$ cat src/rtl/pipe_ctrl.sv
// pipe_ctrl: pipeline control unit for the MIPS32 core.
// Merges ID/EX/MEM stall requests into the 6-bit stall vector, sequences
// exception entry and ERET (flush + new_pc), holds a pending exception
// during a MEM bus stall, and runs a sticky stall watchdog.
// Optional feature macro: PIPE_PERF_CNT_EN adds stall-cycle and flush counters.
module pipe_ctrl #(
  parameter logic [31:0] EXC_VECTOR = 32'h0000_0040,
  parameter int          MAX_STALL  = 16,
  parameter int          CNT_W      = 16
) (
  input  logic        clk,
  input  logic        rst,
  input  logic        i_stallreq_id,
  input  logic        i_stallreq_ex,
  input  logic        i_stallreq_mem,
  input  logic        i_excp_valid,
  input  logic        i_excp_eret,
  input  logic [31:0] i_epc_in,
  output logic [5:0]  o_stall,
  output logic        o_flush,
  output logic [31:0] o_new_pc,
`ifdef PIPE_PERF_CNT_EN
  output logic [31:0] o_perf_stall_cycles,
  output logic [31:0] o_perf_flush_count,
`endif
  output logic        o_stall_timeout
);

  typedef enum logic [1:0] {
    ST_RUN   = 2'd0,
    ST_PEND  = 2'd1,
    ST_FLUSH = 2'd2
  } state_t;

  localparam logic [5:0]       STALL_NONE = 6'b000000;
  localparam logic [5:0]       STALL_ID   = 6'b000111;
  localparam logic [5:0]       STALL_EX   = 6'b001111;
  localparam logic [5:0]       STALL_MEM  = 6'b011111;
  localparam logic [5:0]       STALL_ALL  = 6'b111111;
  localparam logic [CNT_W-1:0] CNT_MAX    = CNT_W'(MAX_STALL);

  state_t            r_state;
  state_t            w_state_nxt;
  logic [31:0]       r_target;
  logic [31:0]       r_new_pc;
  logic [CNT_W-1:0]  r_stall_cnt;
  logic [CNT_W-1:0]  w_stall_cnt_nxt;
  logic              r_timeout;
  logic [5:0]        w_stall;
  logic              w_flush;
  logic              w_load_target;
  logic              w_load_pc;
  logic [31:0]       w_pc_src;
  logic [31:0]       w_excp_target;

  assign w_excp_target = i_excp_eret ? i_epc_in : EXC_VECTOR;

  // Next-state, stall vector and redirect control for the exception sequencer.
  always_comb begin
    // NOTE: every always_comb output gets a default first so no path infers a latch.
    w_state_nxt   = r_state;
    w_stall       = STALL_NONE;
    w_flush       = 1'b0;
    w_load_target = 1'b0;
    w_load_pc     = 1'b0;
    w_pc_src      = r_target;
    case (r_state)
      ST_RUN: begin
        if (i_excp_valid) begin
          if (i_stallreq_mem) begin
            // Bus still busy: remember the target and wait in PEND.
            w_stall       = STALL_MEM;
            w_load_target = 1'b1;
            w_state_nxt   = ST_PEND;
          end else begin
            w_stall     = STALL_ALL;
            w_load_pc   = 1'b1;
            w_pc_src    = w_excp_target;
            w_state_nxt = ST_FLUSH;
          end
        end else if (i_stallreq_mem) begin
          w_stall = STALL_MEM;
        end else if (i_stallreq_ex) begin
          w_stall = STALL_EX;
        end else if (i_stallreq_id) begin
          w_stall = STALL_ID;
        end
      end
      ST_PEND: begin
        // First exception wins; later excp_valid pulses are not looked at.
        if (i_stallreq_mem) begin
          w_stall = STALL_MEM;
        end else begin
          w_stall     = STALL_ALL;
          w_load_pc   = 1'b1;
          w_state_nxt = ST_FLUSH;
        end
      end
      ST_FLUSH: begin
        w_flush     = 1'b1;
        w_state_nxt = ST_RUN;
      end
      default: w_state_nxt = ST_RUN;
    endcase
    // Outputs are quiet while reset is held.
    if (rst) begin
      w_stall = STALL_NONE;
      w_flush = 1'b0;
    end
  end

  // Watchdog counter: counts consecutive PC-stalled cycles, saturating.
  always_comb begin
    w_stall_cnt_nxt = '0;
    if (w_stall[0]) begin
      w_stall_cnt_nxt = (r_stall_cnt == CNT_MAX) ? CNT_MAX : r_stall_cnt + 1'b1;
    end
  end

  // State, latched target, redirect address and watchdog registers.
  always_ff @(posedge clk) begin
    // NOTE: sequential state uses non-blocking assignments only.
    if (rst) begin
      r_state     <= ST_RUN;
      r_target    <= '0;
      r_new_pc    <= '0;
      r_stall_cnt <= '0;
      r_timeout   <= 1'b0;
    end else begin
      r_state     <= w_state_nxt;
      r_stall_cnt <= w_stall_cnt_nxt;
      if (w_load_target) r_target <= w_excp_target;
      // new_pc only changes on entry to FLUSH, so it holds otherwise.
      if (w_load_pc)     r_new_pc <= w_pc_src;
      if (w_flush)                          r_timeout <= 1'b0;
      else if (w_stall_cnt_nxt == CNT_MAX)  r_timeout <= 1'b1;
    end
  end

`ifdef PIPE_PERF_CNT_EN
  logic [31:0] r_perf_stall_cycles;
  logic [31:0] r_perf_flush_count;

  // Free-running performance counters, wrapping at 2^32.
  always_ff @(posedge clk) begin
    if (rst) begin
      r_perf_stall_cycles <= '0;
      r_perf_flush_count  <= '0;
    end else begin
      if (w_stall[0]) r_perf_stall_cycles <= r_perf_stall_cycles + 32'd1;
      if (w_flush)    r_perf_flush_count  <= r_perf_flush_count + 32'd1;
    end
  end

  assign o_perf_stall_cycles = r_perf_stall_cycles;
  assign o_perf_flush_count  = r_perf_flush_count;
`endif

  assign o_stall         = w_stall;
  assign o_flush         = w_flush;
  assign o_new_pc        = r_new_pc;
  assign o_stall_timeout = r_timeout;

endmodule

$ cat config.mk
export PLATFORM = sky130hd
export DESIGN_NAME = pipe_ctrl
export DESIGN_NICKNAME = d
export VERILOG_FILES = /design/src/rtl/pipe_ctrl.sv
export SDC_FILE = /design/constraint.sdc
export NUM_CORES = 1
export LEC_CHECK = 0
export BUFFER_PORTS_ARGS = -buffer_cell sky130_fd_sc_hd__buf_2
export CELL_PAD_IN_SITES_DETAIL_PLACEMENT = 0
export CELL_PAD_IN_SITES_GLOBAL_PLACEMENT = 1
export CORE_MARGIN = 2
export CORE_UTILIZATION = 39
export DETAILED_ROUTE_END_ITERATION = 6
export GPL_ROUTABILITY_DRIVEN = 1
export PLACE_DENSITY = 0.89
export REMOVE_ABC_BUFFERS = 1
export SYNTH_ARGS = -nofsm -noshare
export SYNTH_HDL_FRONTEND = slang
export SYNTH_SLANG_ARGS = --single-unit
$ cat constraint.sdc
create_clock -name clk -period 2.5 [get_ports clk]
set_clock_uncertainty 0.1 [all_clocks]
set_input_delay 0.375 -clock clk [delete_from_list [all_inputs] [get_ports clk]]
set_output_delay 0.375 -clock clk [all_outputs]
set_load 0.1 [all_outputs]
==> flow_metrics.tcl, run 1 <==
set metrics [dict create \
    status "complete, no violations" \
    grt_pass1_wl_microns 14900 \
    dp_hpwl_microns 6050 \
    antenna_found_initial 1 \
    final_area_sq_um 4410 \
    wl_microns 9200 \
    gp_congestion 0.837 \
    ys_ff_latch 83 \
    portBuffers 78 \
    worstSetupPathType "register to primary output" \
    required_ps 2030 \
    synthCells 485 \
    initialDrtViolationCount 164 \
    drv_slew 0 \
    seq_area_frac_synth 0.445 \
    start_util 0.403 \
    yosysWarnings 0 \
    hold_class "input port to register" \
    fin_crit_ps 2440 \
    row_count 35 \
    p_leak_nw 1.63 \
    period_share 0.975 \
    clock-sinks 83 \
    path_cells "or4_1, o21ai_2, inv_1, clkbuf_4" \
    core_sq_um 9280 \
    io_pins 79 \
    power.density_nw_per_um2 648 \
    area_delta_synth_final_pct 17.9 \
    post_drt_via_cell_ratio 5.22 \
    switching_share 0.346 \
    drv_cap 0 \
    hold_viol_final 0 \
    cts-root-buf "clkbuf_8" \
    tightest_slew_ps 668 \
    dpl_cell_area_sq_um 4210 \
    n_antenna_cell 0 \
    crit_fanout 5 \
    grt_overflow 0 \
    internal_power_mw 1.87 \
    fmax_mhz 410 \
    synth_cell_types 44 \
    combPwrFrac 0.194 \
    fin_nets 579 \
    drc_errors 0 \
    pwr-share-clk 0.318 \
    setup_tns_ps 0 \
    cp_data_arrival_time_ps 1960 \
    grt_pass1_vias 3071 \
    cts_setup_buffers 0 \
    ant_nets 0 \
    die_h_microns 102 \
    slew_headroom 0.554 \
    multi_input_area_sq_um 1860 \
    power_frac_seq 0.488 \
    numCtsBuffers 9 \
    regArea_sq_um 1660 \
    p_switching_mw 0.989 \
    ir_worst_vdd_uv 237 \
    clk_pin_slew_ps 90 \
    syn_avg_cell_area_sq_um 7.71 \
    drt_pass1_iterations 5 \
    n_fill_cell 944 \
    cts_tree "done" \
    grtUsageTotal 0.181 \
    crit_path_start_kind "register" \
    crit_path_end_kind "primary output" \
    finalSetupViolations 0 \
    syn-cell-area_sq_um 3740 \
    grt_max_degree 65 \
    crit_path_top_delay_cell "or4_1" \
    cpPeakStageDelay_ps 570 \
    cts_max_level 3 \
    rsz0062_at_grt "yes" \
    insertion_delay_ps 360 \
    vias 3511 \
    clock_path_buffers 2 \
    drive_gt1_frac 0.206 \
    dieArea_sq_um 10400 \
    wl_per_cell_microns 13.7 \
    chipWidth_microns 102 \
]
[kinds of logic after synthesis]
| family | count (synthesis) | share of synthesized area |
|---|---|---|
| flops | 83 | 0.445 |
| mux | 1 | 0.00268 |
| simple gates | 205 | 0.252 |
| compound gates | 129 | 0.203 |
| xor+xnor | 13 | 0.0305 |
| buf+inv | 52 | 0.0599 |
| fa+ha+maj | 2 | 0.00669 |
[flip-flops by register name (all words and copies together) (netlist names)]
| name | cells |
|---|---|
| o_new_pc | 32 |
| r_target | 32 |
| o_stall_timeout | 1 |
| r_state | 2 |
| r_stall_cnt | 16 |
[power by group through the flow]
| stage | Combinational, mW | Sequential (mW) | Clock [mW] |
|---|---|---|---|
| final | 0.553 | 1.39 | 0.909 |
| after global routing | 0.595 | 1.40 | 0.994 |
| after CTS | 0.555 | 1.39 | 0.933 |
| after detailed placement | 0.554 | 1.42 | 0 |
| after global placement | 0.551 | 1.42 | 0 |
| after floorplan | 0.210 | 1.59 | 0 |
[metal layers]
layer / GRT usage / up-vias / share of wire
met4: 0.0585 / 2 / 0.013
met2: 0.289 / 99 / 0.46
met1: 0.241 / 1599 / 0.45
li1: - / 1798 / -
met3: 0.0451 / 13 / 0.072
met5: 0 / - / 0.0014
[through the flow]
step / power [mW] / util / worst slack [ps] / cells / hold slack [ps]
final: 2.86 / 0.475 / 63.7 / 672 / 162
after global routing: 2.99 / 0.475 / -42.7 / 672 / 168
after CTS: 2.88 / 0.474 / 45.5 / 672 / 150
after detailed placement: 1.98 / 0.454 / 308 / 656 / 342
after global placement: 1.97 / 0.454 / 314 / 656 / 335
after floorplan: 1.80 / - / -1310 / 439 / 330
[cell type report]
class | instances | area share
clock buffer | 9 | 0.0281
timing repair buffer | 88 | 0.116
multi-input combinational | 350 | 0.423
tap | 129 | 0.0366
sequential | 83 | 0.377
inverter | 6 | 0.00511
clock inverter | 7 | 0.0136
[cell usage in the layout (no fill, tap or decap), types with 3 or more instances in the layout]
cell	instances
a21oi_1	87
buf_12	3
buf_2	74
buf_4	8
clkbuf_4	3
clkbuf_8	9
clkinv_4	4
dfxtp_1	83
inv_1	6
nand2_1	106
nand3_1	38
nand4_1	8
nor2_1	20
nor3_1	5
nor4_1	5
o211ai_1	32
xnor2_1	7
xor2_1	6
[critical path: cells and delay by family (launching register included)]
family	cells	cell delay [ps]
compound gates	1	220
simple gates	1	570
buf+inv	2	430
flops	1	370
[cells in the mapped netlist (all sizes together)]
cell type | number | area [sq um]
inv | 6 | 22.5
nand4 | 8 | 50.1
nand2 | 107 | 404
nand3 | 39 | 200
nor4b | 2 | 17.5
o31ai | 1 | 7.51
a32oi | 2 | 17.5
nor3b | 3 | 27.5
o31a | 1 | 8.76
and3b | 1 | 8.76
nor4 | 5 | 31.3
xor2 | 6 | 52.6
nand3b | 1 | 7.51
o211ai | 32 | 240
a22oi | 1 | 7.51
and2 | 3 | 18.8
nor2b | 1 | 6.26
xnor2 | 7 | 61.3
o21ai | 3 | 18.8
and4 | 1 | 10.0
a2111oi | 1 | 15.0
ha | 2 | 25.0
a211o | 1 | 8.76
and3 | 2 | 12.5
clkbuf | 32 | 120
mux2i | 1 | 10.0
dfxtp | 83 | 1660
or4 | 1 | 7.51
or3 | 3 | 23.8
nand2b | 1 | 6.26
buf | 14 | 81.3
a21oi | 87 | 435
or2 | 1 | 6.26
nor2 | 20 | 75.1
nor3 | 6 | 30.0
[repair_timing]
item                                    CTS  global route
hold endpoints to repair                  0             0
hold buffers                              0             0
endpoints found under the setup margin    0             3
resized for setup                         0             3
[path summary, 6_finish.rpt]
path                                      from  slack (ps)               to  depth (start not counted)
worst min register to register    o_new_pc[17]         350     o_new_pc[17]                          2
worst max register to register  r_stall_cnt[0]         440  o_stall_timeout                          6
worst min-delay path                       rst         160       r_state[1]                          2
worst max-delay path                r_state[0]          60       o_stall[0]                          4
Note: power is estimated with default switching activity, not from simulation.
==> inputs of run 2 (changes only) <==
--- a/config.mk
+++ b/config.mk
@@ -12,6 +12,7 @@
 export CORE_UTILIZATION = 39
 export DETAILED_ROUTE_END_ITERATION = 6
 export GPL_ROUTABILITY_DRIVEN = 1
+export GPL_TIMING_DRIVEN = 0
 export PLACE_DENSITY = 0.89
 export REMOVE_ABC_BUFFERS = 1
 export SYNTH_ARGS = -nofsm -noshare
==> constraint.sdc (replaced) <==
create_clock -name clk -period 2.5 [get_ports clk]
set_clock_uncertainty 0.1 [all_clocks]
set_input_delay 0.5 -clock clk [delete_from_list [all_inputs] [get_ports clk]]
set_output_delay 0.5 -clock clk [all_outputs]
set_load 0.1 [all_outputs]
==> run 2 against run 1 <==
Against the previous run:
- cell count down 0.74%
- largest cell class unchanged
- critical path depth did not move
- non-clock buffer count fell by 6
- largest power group unchanged
- highest routed layer unchanged
- design area increased by 0.99%
- count of clock-buffer cells in the layout did not move
- utilization rose by 0.47 points
==> flow_metrics.tcl, run 2 (same netlist as run 1, synthesis figures left out) <==
set metrics [dict create \
    status "complete, no violations" \
    chipWidth_microns 102 \
    grtUsageTotal 0.191 \
    wl_microns 9750 \
    wl_per_cell_microns 14.6 \
    gp_congestion 0.829 \
    row_count 35 \
    cts-root-buf "clkbuf_8" \
    slew_headroom 0.178 \
    power_frac_seq 0.457 \
    start_util 0.403 \
    tightest_slew_ps 1230 \
    insertion_delay_ps 360 \
    fin_crit_ps 2420 \
    pwr-share-clk 0.359 \
    power_mw 3.06 \
    ir_worst_vdd_uv 313 \
    hold_viol_final 0 \
    grt_overflow 0 \
    cts_max_level 3 \
    path_buf_inv 2 \
    n_antenna_cell 0 \
    drive_gt1_frac 0.210 \
    portBuffers 78 \
    finalSetupViolations 0 \
    area_delta_synth_final_pct 19.0 \
    initialDrtViolationCount 185 \
    numCtsBuffers 9 \
    power.density_nw_per_um2 687 \
    clk_pin_slew_ps 90 \
    grt_max_degree 70 \
    ctsHoldBuffers 0 \
    critPathTopFamily "simple AND/OR/NAND/NOR gates" \
    antenna_found_initial 1 \
    setup_tns_ps 0 \
    switching_share 0.323 \
    die_h_microns 102 \
    hold_class "input port to register" \
    internal_power_mw 2.07 \
    p_switching_mw 0.988 \
    io_pins 79 \
    dieArea_sq_um 10400 \
    post_drt_via_cell_ratio 5.22 \
    cts_tree "done" \
    worstSetupPathType "register to primary output" \
    final_cell_mix "nand2_1 (105), a21oi_1 (87), dfxtp_1 (82), buf_2 (73), nand3_1 (38)" \
    path_cells "or4_4, o21ai_4, inv_2, buf_6" \
    fin_nets 574 \
    fmax_mhz 413 \
    ant_nets 0 \
    period_share 0.967 \
    p_leak_nw 1.65 \
    drv_slew 0 \
    clock-sinks 83 \
    crit_fanout 6 \
    crit_path_start_kind "register" \
    drc_errors 0 \
    cp_data_arrival_time_ps 1820 \
    core_sq_um 9280 \
    drv_cap 0 \
    grt_pass1_wl_microns 15700 \
    vias 3484 \
    final_common_cell "nand2_1" \
    combPwrFrac 0.184 \
    crit_path_top_delay_cell "or4_4" \
    dp_hpwl_microns 5920 \
    grt_pass1_vias 3137 \
    cts_setup_buffers 0 \
    clock_path_buffers 2 \
    crit_path_end_kind "primary output" \
    drt_pass1_iterations 4 \
    required_ps 1900 \
    rsz0062_at_grt "yes" \
    cpPeakStageDelay_ps 570 \
]
==> run 2: changes by cell type in the layout (fill, tap and decap cells not counted), moves of 2 or more <==
cell,delta
clkbuf_4,-3
clkinv_4,-4
buf_12,-3
buf_8,+2
buf_4,-7
clkinv_2,+2
bufinv_16,+2
buf_6,+5
==> run 2: routing by layer <==
| metal | GRT usage | wire, microns | vias up |
|---|---|---|---|
| li1 | - | - | 1783 |
| met1 | 0.245 | 4280 | 1608 |
| met2 | 0.315 | 4900 | 85 |
| met3 | 0.0540 | 520 | 6 |
| met4 | 0.0513 | 44 | 2 |
| met5 | 0 | 13 | - |
==> run 2: power groups by stage <==
stage          sequential, mW  combinational [mW]  clock [mW]
3_3_place_gp             1.42               0.532           0
4_1_cts                  1.40               0.565        1.13
5_1_grt                  1.40               0.604        1.19
2_1_floorplan            1.59               0.210           0
3_5_place_dp             1.43               0.552           0
6_report                 1.40               0.563        1.10
==> run 2: final cells by class <==
cell class	instances	area [sq um]
fill	928	4830
clock buffer	9	124
tap	129	161
sequential	83	1660
clock inverter	7	98.8
multi-input combinational	351	1890
inverter	6	22.5
timing repair buffer	82	487
==> run 2: worst paths after layout <==
kind	startpoint	to	slack [ps]	cells after the start
setup reg to reg	r_state[1]	r_target[4]	160	4
setup / recovery	r_state[0]	o_stall[1]	80	4
hold / removal	i_epc_in[24]	r_target[24]	310	3
hold reg to reg	o_new_pc[13]	o_new_pc[13]	350	2
==> run 2: through the flow <==
step           cells  hold slack [ps]  cell area, sq um  setup WS [ps]   util
6_report         667              306              4450           81.6  0.479
4_1_cts          667              284              4440           2.99  0.479
5_1_grt          667              289              4450          -5.20  0.479
2_1_floorplan    439              330              3540          -1560      -
3_5_place_dp     650              341              4170           -721  0.449
3_3_place_gp     646              334              4090          -3210  0.440
==> run 2: what timing repair did <==
item,CTS,global route
gates cloned,1,0
pin swaps,2,1
resized for setup,14,2
setup endpoints to repair,38,5
==> run 2: worst register-to-register path, stage by stage (launching register included) <==
cell     delay, ps
dfxtp_1        450
nor3b_4        620
and2_2         730
nand3_1        170
a21oi_1        200
==> inputs of run 3 (changes only) <==
==> config.mk (replaced) <==
export PLATFORM = sky130hd
export DESIGN_NAME = pipe_ctrl
export DESIGN_NICKNAME = d
export VERILOG_FILES = /design/src/rtl/pipe_ctrl.sv
export SDC_FILE = /design/constraint.sdc
export NUM_CORES = 1
export LEC_CHECK = 0
export CELL_PAD_IN_SITES_DETAIL_PLACEMENT = 0
export CELL_PAD_IN_SITES_GLOBAL_PLACEMENT = 1
export CORE_MARGIN = 2
export CORE_UTILIZATION = 45
export DETAILED_ROUTE_END_ITERATION = 6
export DONT_BUFFER_PORTS = 1
export GPL_ROUTABILITY_DRIVEN = 1
export GPL_TIMING_DRIVEN = 0
export PLACE_DENSITY = 0.88
export REMOVE_ABC_BUFFERS = 1
export SYNTH_ARGS = -nofsm -noshare
export SYNTH_HDL_FRONTEND = slang
export SYNTH_SLANG_ARGS = --single-unit
==> run 3 against run 2 <==
Against the previous run:
- fmax increased by 0.51%
- cell count decreased by 15%
- sequential power increased by 12%
- largest cell class unchanged
==> flow_metrics.tcl, run 3 (same netlist as run 1, synthesis figures left out) <==
set metrics [dict create \
    status "complete, no violations" \
    core_sq_um 8130 \
    antenna_found_initial 0 \
    fin_cells 567 \
    cts_setup_buffers 0 \
    initialDrtViolationCount 201 \
    tightest_slew_ps 1180 \
    n_fill_cell 808 \
    chipWidth_microns 95.1 \
    grt_max_degree 70 \
    grt_pass1_wl_microns 14600 \
    insertion_delay_ps 350 \
    utilization 0.499 \
    final_area_sq_um 4060 \
    cp_data_arrival_time_ps 1810 \
    worstSetupPathType "register to primary output" \
    dpl_cell_area_sq_um 3780 \
    die_h_microns 95.1 \
    period_share 0.962 \
    power.density_nw_per_um2 708 \
    drv_slew 0 \
    p_leak_nw 1.29 \
    io_pins 79 \
    grt_pass1_vias 2905 \
    cts-root-buf "clkbuf_8" \
    clock-sinks 83 \
    numCtsBuffers 9 \
    crit_path_start_kind "register" \
    crit_fanout 6 \
    portBuffers 0 \
    dpl.cell_count 550 \
    vias 3276 \
    fmax_mhz 416 \
    cts_tree "done" \
    whs_path_depth 1 \
    crit_path_end_kind "primary output" \
    path_buf_inv 1 \
    dieArea_sq_um 9050 \
    final_common_cell "nand2_1" \
    ir_worst_vdd_uv 318 \
    grt_overflow 0 \
    cpPeakStageDelay_ps 570 \
    crit_path_top_delay_cell "or4_4" \
    area_delta_synth_final_pct 8.67 \
    n_antenna_cell 0 \
    wl_microns 9290 \
    row_count 33 \
    hold_class "input port to register" \
    drt_pass1_iterations 4 \
    hold_viol_final 0 \
    path_cells "or4_4, o21ai_4, bufinv_16" \
    grtUsageTotal 0.207 \
    ant_nets 0 \
    wl_per_cell_microns 16.4 \
    holdWs_ps 102 \
    drc_errors 0 \
    slew_headroom 0.211 \
    required_ps 1900 \
    cts_max_level 3 \
    critPathTopFamily "simple AND/OR/NAND/NOR gates" \
    start_util 0.459 \
    fin_crit_ps 2410 \
    drive_gt1_frac 0.0866 \
    rsz0062_at_grt "no" \
    post_drt_via_cell_ratio 5.78 \
    final_cell_mix "nand2_1 (105), a21oi_1 (87), dfxtp_1 (82), nand3_1 (38), o211ai_1 (32)" \
    crit_cells 3 \
    clock_path_buffers 2 \
    finalSetupViolations 0 \
    fin_nets 498 \
    reg2reg_depth 7 \
    gp_congestion 0.885 \
    dp_hpwl_microns 5520 \
    clk_pin_slew_ps 90 \
    drv_cap 0 \
]
run 3: cell types whose count changed in the layout (fill, tap and decap cells not counted), sizes merged:
cell and delta:
buf -76, clkinvlp +2, inv -3, clkbuf +1
run 3: cell type report:
class / instances / area, sq um / share of cell area
Clock buffer: 10 / 138 / 0.0339
Clock inverter: 6 / 73.8 / 0.0182
Inverter: 6 / 48.8 / 0.0120
Multi-Input combinational cell: 351 / 1910 / 0.470
Sequential cell: 83 / 1660 / 0.409
Tap cell: 105 / 131 / 0.0323
Timing Repair Buffer: 6 / 96.3 / 0.0237
run 3: worst reg2reg max path, cell delays in order, from the launching register on:
cell and delay [ps]:
dfxtp_2 380, or4_4 570, o21ai_4 190, bufinv_16 310, buf_1 160, nand2_2 250, a32oi_1 120, o31ai_1 140
run 3: path summary, 6_finish.rpt:
kind / to / startpoint / slack (ps)
max reg2reg: o_stall_timeout / r_state[0] / 200
min reg2reg: r_target[18] / r_target[18] / 350
max: o_stall[2] / r_state[0] / 90
min: o_new_pc[13] / rst / 100
run 3: stage by stage:
step	setup TNS (ps)	total power, mW	worst slack (ps)
2_1_floorplan	-65050	1.80	-1560
3_5_place_dp	-19530	1.88	-508
4_1_cts	-142	2.90	-47.5
6_report	0	2.88	93.9
3_3_place_gp	-167240	1.85	-2940
5_1_grt	0	3.00	29.5
run 3: routing by layer:
metal / up-vias / routed length (microns) / global-route usage
li1: 1631 / - / -
met1: 1535 / 4190 / 0.281
met2: 103 / 4320 / 0.313
met3: 7 / 691 / 0.0561
met4: 0 / 95 / 0.0821
met5: - / 0 / 0
run 3: where the power goes:
group	leakage, nW	total [mW]	internal, mW	switching [mW]
Sequential	0.674	1.57	1.37	0.203
Combinational	0.515	0.293	0.0998	0.193
Clock	0.101	1.01	0.499	0.515
Total	1.29	2.88	1.96	0.912
run 3: timing repair:
item                       CTS  global route
hold buffers                 0             0
resized for setup            9             5
setup endpoints to repair   59            14
cloned                       1             0
